<file path="src/rtl/vram_arbiter_if.sv">
// Bundle of every signal between the VRAM arbiter, its three requesters
// (pixel fetch, attribute fetch, CPU) and the single-port RAM primitive.
// slave  = arbiter side, master = requesters + RAM side.
interface vram_arbiter_if #(
  parameter int A_WIDTH = 16
);
  // CPU port
  logic               cpu_req;
  logic               cpu_we;
  logic [A_WIDTH-1:0] cpu_addr;
  logic [7:0]         cpu_din;
  logic               cpu_ack;
  logic               cpu_valid;
  logic [7:0]         cpu_dout;
  logic               cpu_wait_n;
  // Pixel fetch port
  logic               pix_req;
  logic [12:0]        pix_addr;
  logic               pix_ack;
  logic               pix_valid;
  logic [7:0]         pix_dout;
  // Attribute fetch port
  logic               attr_req;
  logic [12:0]        attr_addr;
  logic               attr_ack;
  logic               attr_valid;
  logic [7:0]         attr_dout;
  // RAM primitive port
  logic [A_WIDTH-1:0] ram_addr;
  logic               ram_we;
  logic [7:0]         ram_din;
  logic [7:0]         ram_dout;

  modport slave (
    input  cpu_req, cpu_we, cpu_addr, cpu_din,
    output cpu_ack, cpu_valid, cpu_dout, cpu_wait_n,
    input  pix_req, pix_addr,
    output pix_ack, pix_valid, pix_dout,
    input  attr_req, attr_addr,
    output attr_ack, attr_valid, attr_dout,
    output ram_addr, ram_we, ram_din,
    input  ram_dout
  );

  modport master (
    output cpu_req, cpu_we, cpu_addr, cpu_din,
    input  cpu_ack, cpu_valid, cpu_dout, cpu_wait_n,
    output pix_req, pix_addr,
    input  pix_ack, pix_valid, pix_dout,
    output attr_req, attr_addr,
    input  attr_ack, attr_valid, attr_dout,
    input  ram_addr, ram_we, ram_din,
    output ram_dout
  );
endinterface

</file>
<file path="src/rtl/vram_arbiter.sv">
// Time-shares one single-port synchronous 8-bit RAM between pixel fetch,
// attribute fetch and the CPU. Video wins by default; a saturating
// starvation counter forces a CPU slot after MAX_CPU_WAIT lost cycles.
// One grant per clock; reads return through a 2-stage tag pipeline.
module vram_arbiter #(
  parameter int A_WIDTH      = 16,
  parameter int MAX_CPU_WAIT = 6
) (
  input logic           clk,
  input logic           reset,
  vram_arbiter_if.slave bus
);

  typedef enum logic [1:0] {TAG_NONE, TAG_PIX, TAG_ATTR, TAG_CPU} tag_e;

  localparam int            CW   = $clog2(MAX_CPU_WAIT + 1);
  localparam logic [CW-1:0] MAXW = CW'(MAX_CPU_WAIT);

  tag_e          grant;
  tag_e          tag_s1;     // read tag for the ack cycle (address on RAM)
  tag_e          tag_s2;     // read tag for the cycle ram_dout is valid
  logic [CW-1:0] starve_cnt;
  logic          cpu_done;
  logic          cpu_pend;

  // Pick this edge's winner: forced CPU slot, else pix > attr > cpu.
  always_comb begin
    grant = TAG_NONE;
    if (bus.cpu_req && starve_cnt == MAXW) grant = TAG_CPU;
    else if (bus.pix_req)                  grant = TAG_PIX;
    else if (bus.attr_req)                 grant = TAG_ATTR;
    else if (bus.cpu_req)                  grant = TAG_CPU;
  end

  // Grant register, RAM command, read tag pipeline, data capture, starvation.
  always_ff @(posedge clk) begin
    if (reset) begin
      bus.cpu_ack    <= 1'b0;
      bus.pix_ack    <= 1'b0;
      bus.attr_ack   <= 1'b0;
      bus.cpu_valid  <= 1'b0;
      bus.pix_valid  <= 1'b0;
      bus.attr_valid <= 1'b0;
      bus.cpu_dout   <= '0;
      bus.pix_dout   <= '0;
      bus.attr_dout  <= '0;
      bus.ram_addr   <= '0;
      bus.ram_we     <= 1'b0;
      bus.ram_din    <= '0;
      tag_s1         <= TAG_NONE;
      tag_s2         <= TAG_NONE;
      starve_cnt     <= '0;
    end else begin
      bus.pix_ack  <= (grant == TAG_PIX);
      bus.attr_ack <= (grant == TAG_ATTR);
      bus.cpu_ack  <= (grant == TAG_CPU);

      bus.ram_we <= 1'b0;
      case (grant)
        TAG_PIX:  bus.ram_addr <= A_WIDTH'(bus.pix_addr);
        TAG_ATTR: bus.ram_addr <= A_WIDTH'(bus.attr_addr);
        TAG_CPU: begin
          bus.ram_addr <= bus.cpu_addr;
          bus.ram_we   <= bus.cpu_we;
          bus.ram_din  <= bus.cpu_din;
        end
        default: ;
      endcase

      // CPU writes finish at the ack, so they never enter the read pipe.
      tag_s1 <= (grant == TAG_CPU && bus.cpu_we) ? TAG_NONE : grant;
      tag_s2 <= tag_s1;

      bus.pix_valid  <= (tag_s2 == TAG_PIX);
      bus.attr_valid <= (tag_s2 == TAG_ATTR);
      bus.cpu_valid  <= (tag_s2 == TAG_CPU);
      if (tag_s2 == TAG_PIX)  bus.pix_dout  <= bus.ram_dout;
      if (tag_s2 == TAG_ATTR) bus.attr_dout <= bus.ram_dout;
      if (tag_s2 == TAG_CPU)  bus.cpu_dout  <= bus.ram_dout;

      if (grant == TAG_CPU || !bus.cpu_req) starve_cnt <= '0;
      else if (starve_cnt != MAXW)          starve_cnt <= starve_cnt + 1'b1;
    end
  end

  // A CPU read stays outstanding until its valid; a write completes at its ack.
  assign cpu_pend       = (tag_s1 == TAG_CPU) || (tag_s2 == TAG_CPU);
  assign cpu_done       = bus.cpu_valid || (bus.cpu_ack && bus.ram_we);
  assign bus.cpu_wait_n = !((bus.cpu_req || cpu_pend) && !cpu_done);

endmodule

</file>
<file path="src/flat_wrapper.sv">
// flat-port wrapper written by rule: the top's interface ports become plain ports
module vram_arbiter_flat 
#(
  parameter int A_WIDTH      = 16,
  parameter int MAX_CPU_WAIT = 6
)
  (clk, reset, bus_cpu_req, bus_cpu_we, bus_cpu_addr, bus_cpu_din, bus_cpu_ack, bus_cpu_valid, bus_cpu_dout, bus_cpu_wait_n, bus_pix_req, bus_pix_addr, bus_pix_ack, bus_pix_valid, bus_pix_dout, bus_attr_req, bus_attr_addr, bus_attr_ack, bus_attr_valid, bus_attr_dout, bus_ram_addr, bus_ram_we, bus_ram_din, bus_ram_dout);
  vram_arbiter_if #(.A_WIDTH(A_WIDTH)) bus_i ();
  input logic clk;
  input logic reset;
  input wire logic [$bits(bus_i.cpu_req)-1:0] bus_cpu_req;
  input wire logic [$bits(bus_i.cpu_we)-1:0] bus_cpu_we;
  input wire logic [$bits(bus_i.cpu_addr)-1:0] bus_cpu_addr;
  input wire logic [$bits(bus_i.cpu_din)-1:0] bus_cpu_din;
  output wire logic [$bits(bus_i.cpu_ack)-1:0] bus_cpu_ack;
  output wire logic [$bits(bus_i.cpu_valid)-1:0] bus_cpu_valid;
  output wire logic [$bits(bus_i.cpu_dout)-1:0] bus_cpu_dout;
  output wire logic [$bits(bus_i.cpu_wait_n)-1:0] bus_cpu_wait_n;
  input wire logic [$bits(bus_i.pix_req)-1:0] bus_pix_req;
  input wire logic [$bits(bus_i.pix_addr)-1:0] bus_pix_addr;
  output wire logic [$bits(bus_i.pix_ack)-1:0] bus_pix_ack;
  output wire logic [$bits(bus_i.pix_valid)-1:0] bus_pix_valid;
  output wire logic [$bits(bus_i.pix_dout)-1:0] bus_pix_dout;
  input wire logic [$bits(bus_i.attr_req)-1:0] bus_attr_req;
  input wire logic [$bits(bus_i.attr_addr)-1:0] bus_attr_addr;
  output wire logic [$bits(bus_i.attr_ack)-1:0] bus_attr_ack;
  output wire logic [$bits(bus_i.attr_valid)-1:0] bus_attr_valid;
  output wire logic [$bits(bus_i.attr_dout)-1:0] bus_attr_dout;
  output wire logic [$bits(bus_i.ram_addr)-1:0] bus_ram_addr;
  output wire logic [$bits(bus_i.ram_we)-1:0] bus_ram_we;
  output wire logic [$bits(bus_i.ram_din)-1:0] bus_ram_din;
  input wire logic [$bits(bus_i.ram_dout)-1:0] bus_ram_dout;
  assign bus_i.cpu_req = bus_cpu_req;
  assign bus_i.cpu_we = bus_cpu_we;
  assign bus_i.cpu_addr = bus_cpu_addr;
  assign bus_i.cpu_din = bus_cpu_din;
  assign bus_cpu_ack = bus_i.cpu_ack;
  assign bus_cpu_valid = bus_i.cpu_valid;
  assign bus_cpu_dout = bus_i.cpu_dout;
  assign bus_cpu_wait_n = bus_i.cpu_wait_n;
  assign bus_i.pix_req = bus_pix_req;
  assign bus_i.pix_addr = bus_pix_addr;
  assign bus_pix_ack = bus_i.pix_ack;
  assign bus_pix_valid = bus_i.pix_valid;
  assign bus_pix_dout = bus_i.pix_dout;
  assign bus_i.attr_req = bus_attr_req;
  assign bus_i.attr_addr = bus_attr_addr;
  assign bus_attr_ack = bus_i.attr_ack;
  assign bus_attr_valid = bus_i.attr_valid;
  assign bus_attr_dout = bus_i.attr_dout;
  assign bus_ram_addr = bus_i.ram_addr;
  assign bus_ram_we = bus_i.ram_we;
  assign bus_ram_din = bus_i.ram_din;
  assign bus_i.ram_dout = bus_ram_dout;
  vram_arbiter #(.A_WIDTH(A_WIDTH), .MAX_CPU_WAIT(MAX_CPU_WAIT)) u_core (.clk(clk), .reset(reset), .bus(bus_i));
endmodule
</file>
<file path="config.mk">
export PLATFORM = sky130hd
export DESIGN_NAME = vram_arbiter_flat
export DESIGN_NICKNAME = d
export VERILOG_FILES = /design/src/rtl/vram_arbiter_if.sv /design/src/rtl/vram_arbiter.sv /design/src/flat_wrapper.sv
export SDC_FILE = /design/constraint.sdc
export NUM_CORES = 1
export LEC_CHECK = 0
export CELL_PAD_IN_SITES_DETAIL_PLACEMENT = 0
export CELL_PAD_IN_SITES_GLOBAL_PLACEMENT = 1
export CORE_MARGIN = 2
export CORE_UTILIZATION = 31
export CTS_CLUSTER_DIAMETER = 120
export DETAILED_ROUTE_END_ITERATION = 10
export PLACE_DENSITY = 0.92
export SLEW_MARGIN = 20
export SYNTH_ARGS = -nofsm -noshare
export SYNTH_HDL_FRONTEND = slang
export SYNTH_SLANG_ARGS = --single-unit
</file>
<file path="constraint.sdc">
create_clock -name clk -period 5.3 [get_ports clk]
set_clock_uncertainty 0.15 [all_clocks]
set_input_delay 1.59 -clock clk [delete_from_list [all_inputs] [get_ports clk]]
set_output_delay 1.59 -clock clk [all_outputs]
set_load 0.005 [all_outputs]
</file>
**After elaboration in Yosys (flattened, before gate mapping)**

Cells that the tools add are included.

- Register bits after elaboration: 62
- Word-level logic and storage cells: 46

- Add/subtract/negate cells: 1
- Eq/ne operators: 9
- Muxes and demuxes: 5
- Bitwise logic cells: 1
- Reduce and logical (&&, ||, !) cells: 15

Operator list:

| operator | count |
|---|---|
| $pmux W16 S3 | 1 |
| $eq A2 B2 Y1 const B | 5 |
| $mux W2 | 4 |
| $reduce_or A2 Y1 | 3 |
| $eq A2 B1 Y1 const B | 2 |
| $logic_and A1 B1 Y1 | 4 |
| $logic_or A1 B1 Y1 | 4 |
| $add A3 B1 Y3 const B | 1 |
| $eq A3 B3 Y1 const B | 1 |
| $logic_not A1 Y1 | 3 |
| $ne A3 B3 Y1 const B | 1 |
| $reduce_bool A3 Y1 | 1 |
| $not A1 Y1 | 1 |

**Longest topological paths before layout**

Gate-level depths: netlist of the first run.

- Word-level depth: 7
- Mapped depth: 8
- Gate-level depth less buffers: 6

**Worst setup path after synthesis of the first run**

OpenSTA, ideal clock, no wires.

- Kind: input to output
- Start point: input bus_cpu_req
- End point: output bus_cpu_wait_n
- Arrival time: 2.107 ns
- Required time: 3.560 ns
- Slack: 1.453 ns
- Stages on the path: 3
- Cells stage by stage: buf_2 > a21oi_1 > a221o_1

- Word-level cells in the longest chain between the ends: 3

Ends and longest elaborated chain:

| what | RTL line | text |
|---|---|---|
| from (decl) | flat_wrapper.sv:11 | `input wire logic [$bits(bus_i.cpu_req)-1:0] bus_cpu_req;` |
| $logic_or A1 B1 Y1 | vram_arbiter.sv:89 | `assign bus.cpu_wait_n = !((bus.cpu_req \|\| cpu_pend) && !cpu_done);` |
| $logic_and A1 B1 Y1 | vram_arbiter.sv:89 |  |
| $logic_not A1 Y1 | vram_arbiter.sv:89 |  |
| to (decl) | flat_wrapper.sv:18 | `output wire logic [$bits(bus_i.cpu_wait_n)-1:0] bus_cpu_wait_n;` |

No other way between the ends.

**Worst setup path in the final report of the first run**

Same ends and word-level chain as after synthesis.

==> results of run 1 <==
-- worst max-delay path, stage by stage --
cell	delay (ns)
clkdlybuf4s50_1	0.52
a21oi_1	0.09
a221o_1	0.33
clkdlybuf4s50_1	0.44
-- layout by cell type, fill, tap and decap left out, types with 3 or more instances in the layout --
| cell type | instances |
|---|---|
| clkdlybuf4s50_1 | 118 |
| nand2_1 | 82 |
| dfxtp_1 | 62 |
| a21oi_1 | 47 |
| nor2_1 | 27 |
| a31oi_1 | 13 |
| clkbuf_8 | 10 |
| a22oi_2 | 9 |
| a211oi_2 | 9 |
| a22oi_1 | 7 |
| nor2b_1 | 5 |
| a211oi_1 | 5 |
| buf_4 | 4 |
| nand2b_1 | 3 |
-- cell usage after synthesis, types with 3 or more instances --
cell      count
nand2_1      82
dfxtp_1      62
a21oi_1      47
nor2_1       27
clkbuf_1     14
a31oi_1      13
a211oi_2      9
a22oi_2       9
a22oi_1       7
a211oi_1      5
buf_2         5
nor2b_1       5
buf_1         3
nand2b_1      3
-- report_power, final --
group | leakage (nW) | internal, mW | switching (mW)
Combinational | 0.823 | 0.0960 | 0.0662
Sequential | 0.506 | 0.485 | 0.0107
Clock | 0.110 | 0.277 | 0.179
-- kinds of logic (layout without fill, tap and decap cells) --
group | Yosys count | count (layout) | share of synthesized area
xor+xnor | 1 | 1 | 0.00337
fa+ha+maj | 2 | 2 | 0.00962
compound gates | 94 | 94 | 0.261
flops | 62 | 62 | 0.477
buf+inv | 27 | 141 | 0.0472
simple gates | 127 | 127 | 0.202
-- how the worst max path moves through the flow --
stage / end / slack [ns] / depth (start not counted)
2_1_floorplan: bus_cpu_wait_n / 1.45 / 3
3_5_place_dp: bus_cpu_wait_n / 0.60 / 4
3_3_place_gp: bus_cpu_wait_n / 0.60 / 4
4_1_cts: bus_cpu_wait_n / 0.60 / 4
6_report: bus_cpu_wait_n / 0.59 / 4
5_1_grt: bus_cpu_wait_n / 0.57 / 4
-- layer usage --
metal	GRT usage	vias to the layer above	share of wire
li1	-	1284	-
met1	0.202	1156	0.43
met2	0.274	103	0.48
met3	0.0632	8	0.085
met4	0.0393	0	0.0074
met5	0	-	0
-- final cells by class --
type	instances	area (um2)	share of cell area
Multi-Input combinational cell	224	1240	0.305
Inverter	2	7.51	0.00185
Tap cell	105	131	0.0325
Sequential cell	62	1240	0.307
Timing Repair Buffer	123	1220	0.300
Clock inverter	4	70.1	0.0173
Clock buffer	12	145	0.0359
-- registers in the layout, indices dropped and copies added, names as in the netlist, 2 cells and up --
signal,cells
u_core.bus.ram_addr,16
u_core.tag_s1,2
u_core.bus.attr_dout,8
u_core.bus.ram_din,8
u_core.bus.pix_dout,8
u_core.starve_cnt,3
u_core.bus.cpu_dout,8
u_core.tag_s2,2
-- metrics by stage --
step / utilization / area, um2 / cells
after floorplan: - / 2600 / 313
after detailed placement: 0.469 / 3830 / 516
after CTS: 0.495 / 4050 / 532
final: 0.495 / 4050 / 532
after global routing: 0.495 / 4050 / 532
after global placement: 0.469 / 3830 / 516
==> metrics.yaml, run 1 <==
netlist_area_um2: 2600
htree_levels: 3
maxCapViolCount: 0
drc_errors: 0
powerDensity_nw_per_um2: 275
syn_nets: 379
insertion_delay_ns: 0.32
die_area_um2: 9140
rsz0062_at_grt: "no"
critPathCaptureType: "output pin"
fin_crit_ns: 4.71
cts_made_buffers: 9
drv_slew: 0
die_h_um: 95.6
pre_cts_ws_ns: 0.599
synth-edff-count: 0
fmax_mhz: 212
r2r_slack_ns: 2.79
port_buffers: 119
min_period_over_period: 0.888
fillers: 807
hold_buffers: 0
holdPathEnd: "u_core.bus.attr_dout[4]"
timing.hold.ws_ns: 0.306
async_flop_share: 0
n_antenna_cell: 0
hold_viol: 0
cts_resized: 0
post_cts_buffers: 0
start_kind: "input port"
wl_per_cell_um: 14.0
p_total_mw: 1.11
syn_avg_cell_area_um2: 8.31
initial_utilization: 0.318
num_rows: 33
rr_worst_depth: 6
finalSetupTns_ns: 0
overflow: 0
grt_antenna_before_repair: 0
first_global_vias: 2459
synth_largest_area_cell: "dfxtp_1"
final_antenna_net_count: 0
grt_start_max_net_pins: 41
critPathRequiredTime_ns: 3.56
ys_types: 31
drive_gt1_frac: 0.0913
num_vias: 2551
slew_headroom: 0.452
clkTransAtPathRegs_ns: 0.07
clockBufferDepth: 2
crit_fanout: 2
hold_class: "flip-flop to flip-flop"
p_leak_nw: 1.44
critical_path_arrival_ns: 2.97
run_status: "completed"
routed_wl_um: 7450
yosys_most_used_dff: "dfxtp_1"
drtIter0Drc: 51
core-area_um2: 8180
track_usage: 0.165
r2r_start: "u_core.starve_cnt[0]"
ys_ff_latch: 62
setup_ws_ns: 0.591
post-dp-hpwl_um: 5460
gp_congestion: 0.752
ys_warn_count: 0
cts_tree: "done"
ir_drop_v: 0.000136
syn_inst: 313
seq_area_frac_synth: 0.477
hp-start: "u_core.bus.attr_dout[4]"
worstSetupPathType: "input port to output pin"
nets: 488
viasPerCell: 4.80
die_w_um: 95.6
num_io_pins: 120
drtPass1Iterations: 4
synth_top_area_frac: 0.477
cts_num_sinks: 62
cts_root_buf: "clkbuf_8"
whs_path_depth: 2
grt_pass1_wl_um: 11600
synthTopCellsByArea: "dfxtp_1 48%, nand2_1 12%, a21oi_1 9.0%"
worstMarginPinSlew_ns: 0.819
critPathLaunch: "bus_cpu_req"
setup_violations: 0
area.growth.synth_to_final_pct: 55.7
r2r-end: "u_core.bus.ram_addr[6]"
Power figures use the tool's default switching activity.
==> inputs of run 2 (changes only) <==
--- a/config.mk
+++ b/config.mk
@@ -7,6 +7,7 @@
 export LEC_CHECK = 0
 export CELL_PAD_IN_SITES_DETAIL_PLACEMENT = 0
 export CELL_PAD_IN_SITES_GLOBAL_PLACEMENT = 1
+export CORE_ASPECT_RATIO = 1.75
 export CORE_MARGIN = 2
 export CORE_UTILIZATION = 31
 export CTS_CLUSTER_DIAMETER = 120
==> metrics.yaml, run 2 (same netlist as run 1, synthesis figures left out) <==
rsz0062_at_grt: "no"  # unchanged
ir_drop_v: 0.000167  # was 0.000136 V
clockBufferDepth: 2  # unchanged
run_status: "completed"  # unchanged
powerDensity_nw_per_um2: 316  # was 275 nW/um2
first_global_vias: 2563  # was 2,459
drtPass1Iterations: 6  # was 4
core-area_um2: 8200  # was 8180 um2
r2r-end: "u_core.bus.ram_addr[3]"  # was u_core.bus.ram_addr[6]
critPathCaptureType: "output pin"  # unchanged
r2r_slack_ns: 2.70  # was 2.79 ns
min_period_over_period: 0.883  # was 0.888
grt_antenna_before_repair: 0  # unchanged
start_kind: "input port"  # unchanged
drive_gt1_frac: 0.0960  # was 0.0913
drc_errors: 0  # unchanged
hold_buffers: 0  # unchanged
hold_class: "flip-flop to flip-flop"  # unchanged
p_leak_nw: 1.49  # was 1.44 nW
drtIter0Drc: 142  # was 51
cts_tree: "done"  # unchanged
timing.hold.ws_ns: 0.300  # was 0.306 ns
num_rows: 44  # was 33
crit_fanout: 2  # unchanged
p_total_mw: 1.31  # was 1.11 mW
post_cts_buffers: 0  # unchanged
hold_viol: 0  # unchanged
post-route-util: 0.506  # was 0.495
finish.instance_area_um2: 4150  # was 4050 um2
worstMarginPinSlew_ns: 0.812  # was 0.819 ns
gp_congestion: 0.844  # was 0.752
worstSetupPathType: "input port to output pin"  # unchanged
critical_path.endpoint: "bus_cpu_wait_n"  # unchanged
overflow: 0  # unchanged
critPathLaunch: "bus_cpu_req"  # unchanged
finalSetupTns_ns: 0  # unchanged
port_buffers: 119  # unchanged
cts_num_sinks: 62  # unchanged
regMostFlops: "u_core.bus.ram_addr"  # unchanged
die_area_um2: 9160  # was 9140 um2
routed_wl_um: 7900  # was 7450 um
num_io_pins: 120  # unchanged
cts_made_buffers: 9  # unchanged
multi_input_area_um2: 1240  # unchanged
post-dp-hpwl_um: 5830  # was 5460 um
r2r_start: "u_core.starve_cnt[0]"  # unchanged
layout_commonest_cell: "clkdlybuf4s50_1"  # unchanged
final_cell_mix: "118 x clkdlybuf4s50_1, 82 x nand2_1, 62 x dfxtp_1, 47 x a21oi_1, 27 x nor2_1"  # unchanged
slew_headroom: 0.457  # was 0.452
area.growth.synth_to_final_pct: 59.7  # was 55.7%
htree_levels: 3  # unchanged
fmax_mhz: 214  # was 212 MHz
track_usage: 0.180  # was 0.165
critPathRequiredTime_ns: 3.56  # about the same
clkTransAtPathRegs_ns: 0.05  # was 0.07 ns
num_vias: 2613  # was 2,551
n_antenna_cell: 0  # unchanged
nets: 488  # unchanged
cts_resized: 0  # unchanged
grt_start_max_net_pins: 60  # was 41
largest_register_ffs: 16  # unchanged
die_h_um: 125  # was 95.6 um
ff_latch_area_um2: 1240  # unchanged
fin_crit_ns: 4.68  # was 4.71 ns
cts_root_buf: "clkbuf_16"  # was clkbuf_8
grt_pass1_wl_um: 12400  # was 11,600 um
rr_worst_depth: 6  # unchanged
viasPerCell: 5.03  # was 4.80
setup_violations: 0  # unchanged
initial_utilization: 0.317  # was 0.318
wl_per_cell_um: 15.2  # was 14.0 um
critical_path_arrival_ns: 2.94  # was 2.97 ns
maxCapViolCount: 0  # unchanged
insertion_delay_ns: 0.33  # was 0.32 ns
final_antenna_net_count: 0  # unchanged
die_w_um: 73.2  # was 95.6 um
dpl_cell_area_um2: 3820  # was 3830 um2
fillers: 779  # was 807
drv_slew: 0  # unchanged
[run 2: cell types whose count changed in the layout (fill, tap and decap cells not counted), sizes merged]
cell      change
clkinvlp      +1
clkbuf        -1
[run 2: power breakdown]
group	internal, mW	switching [mW]	total [mW]
registers	0.486	0.0101	0.496
logic	0.0964	0.0685	0.165
clock network	0.437	0.213	0.650
[run 2: worst min path at each step]
| stage | cells after the start | to | slack [ns] | startpoint |
|---|---|---|---|---|
| after global placement | 2 | u_core.bus.ram_din[1] | 0.29 | u_core.bus.ram_din[1] |
| after floorplan | 1 | u_core.tag_s2[0] | 0.29 | u_core.tag_s1[0] |
| final | 2 | u_core.bus.pix_dout[7] | 0.30 | u_core.bus.pix_dout[7] |
| after CTS | 2 | u_core.bus.attr_dout[5] | 0.30 | u_core.bus.attr_dout[5] |
| after global routing | 2 | u_core.bus.pix_dout[2] | 0.32 | u_core.bus.pix_dout[2] |
| after detailed placement | 2 | u_core.bus.attr_dout[5] | 0.30 | u_core.bus.attr_dout[5] |
[run 2: final cells by class]
type,instances,area share
clock buffer,11,0.0609
timing repair buffer,123,0.293
clock inverter,5,0.0196
tap,92,0.0277
sequential,62,0.299
multi-input combinational,224,0.298
inverter,2,0.00181
[run 2: per-layer routing]
layer  vias up  track usage  wire, um
li1       1293            -         -
met1      1198        0.176      2870
met2       102        0.331      4300
met3        20       0.0443       463
met4         0       0.0937       265
met5         -            0         0
[run 2: worst max-delay path, stage by stage]
cell and delay [ns]:
clkdlybuf4s50_1 0.51, a21oi_1 0.07, a221o_1 0.32, clkdlybuf4s50_1 0.45
[run 2: stage by stage]
step	std cells	worst slack, ns
after detailed placement	503	0.607
final	519	0.621
after floorplan	313	1.45
after global placement	503	0.612
after global routing	519	0.577
after CTS	519	0.607
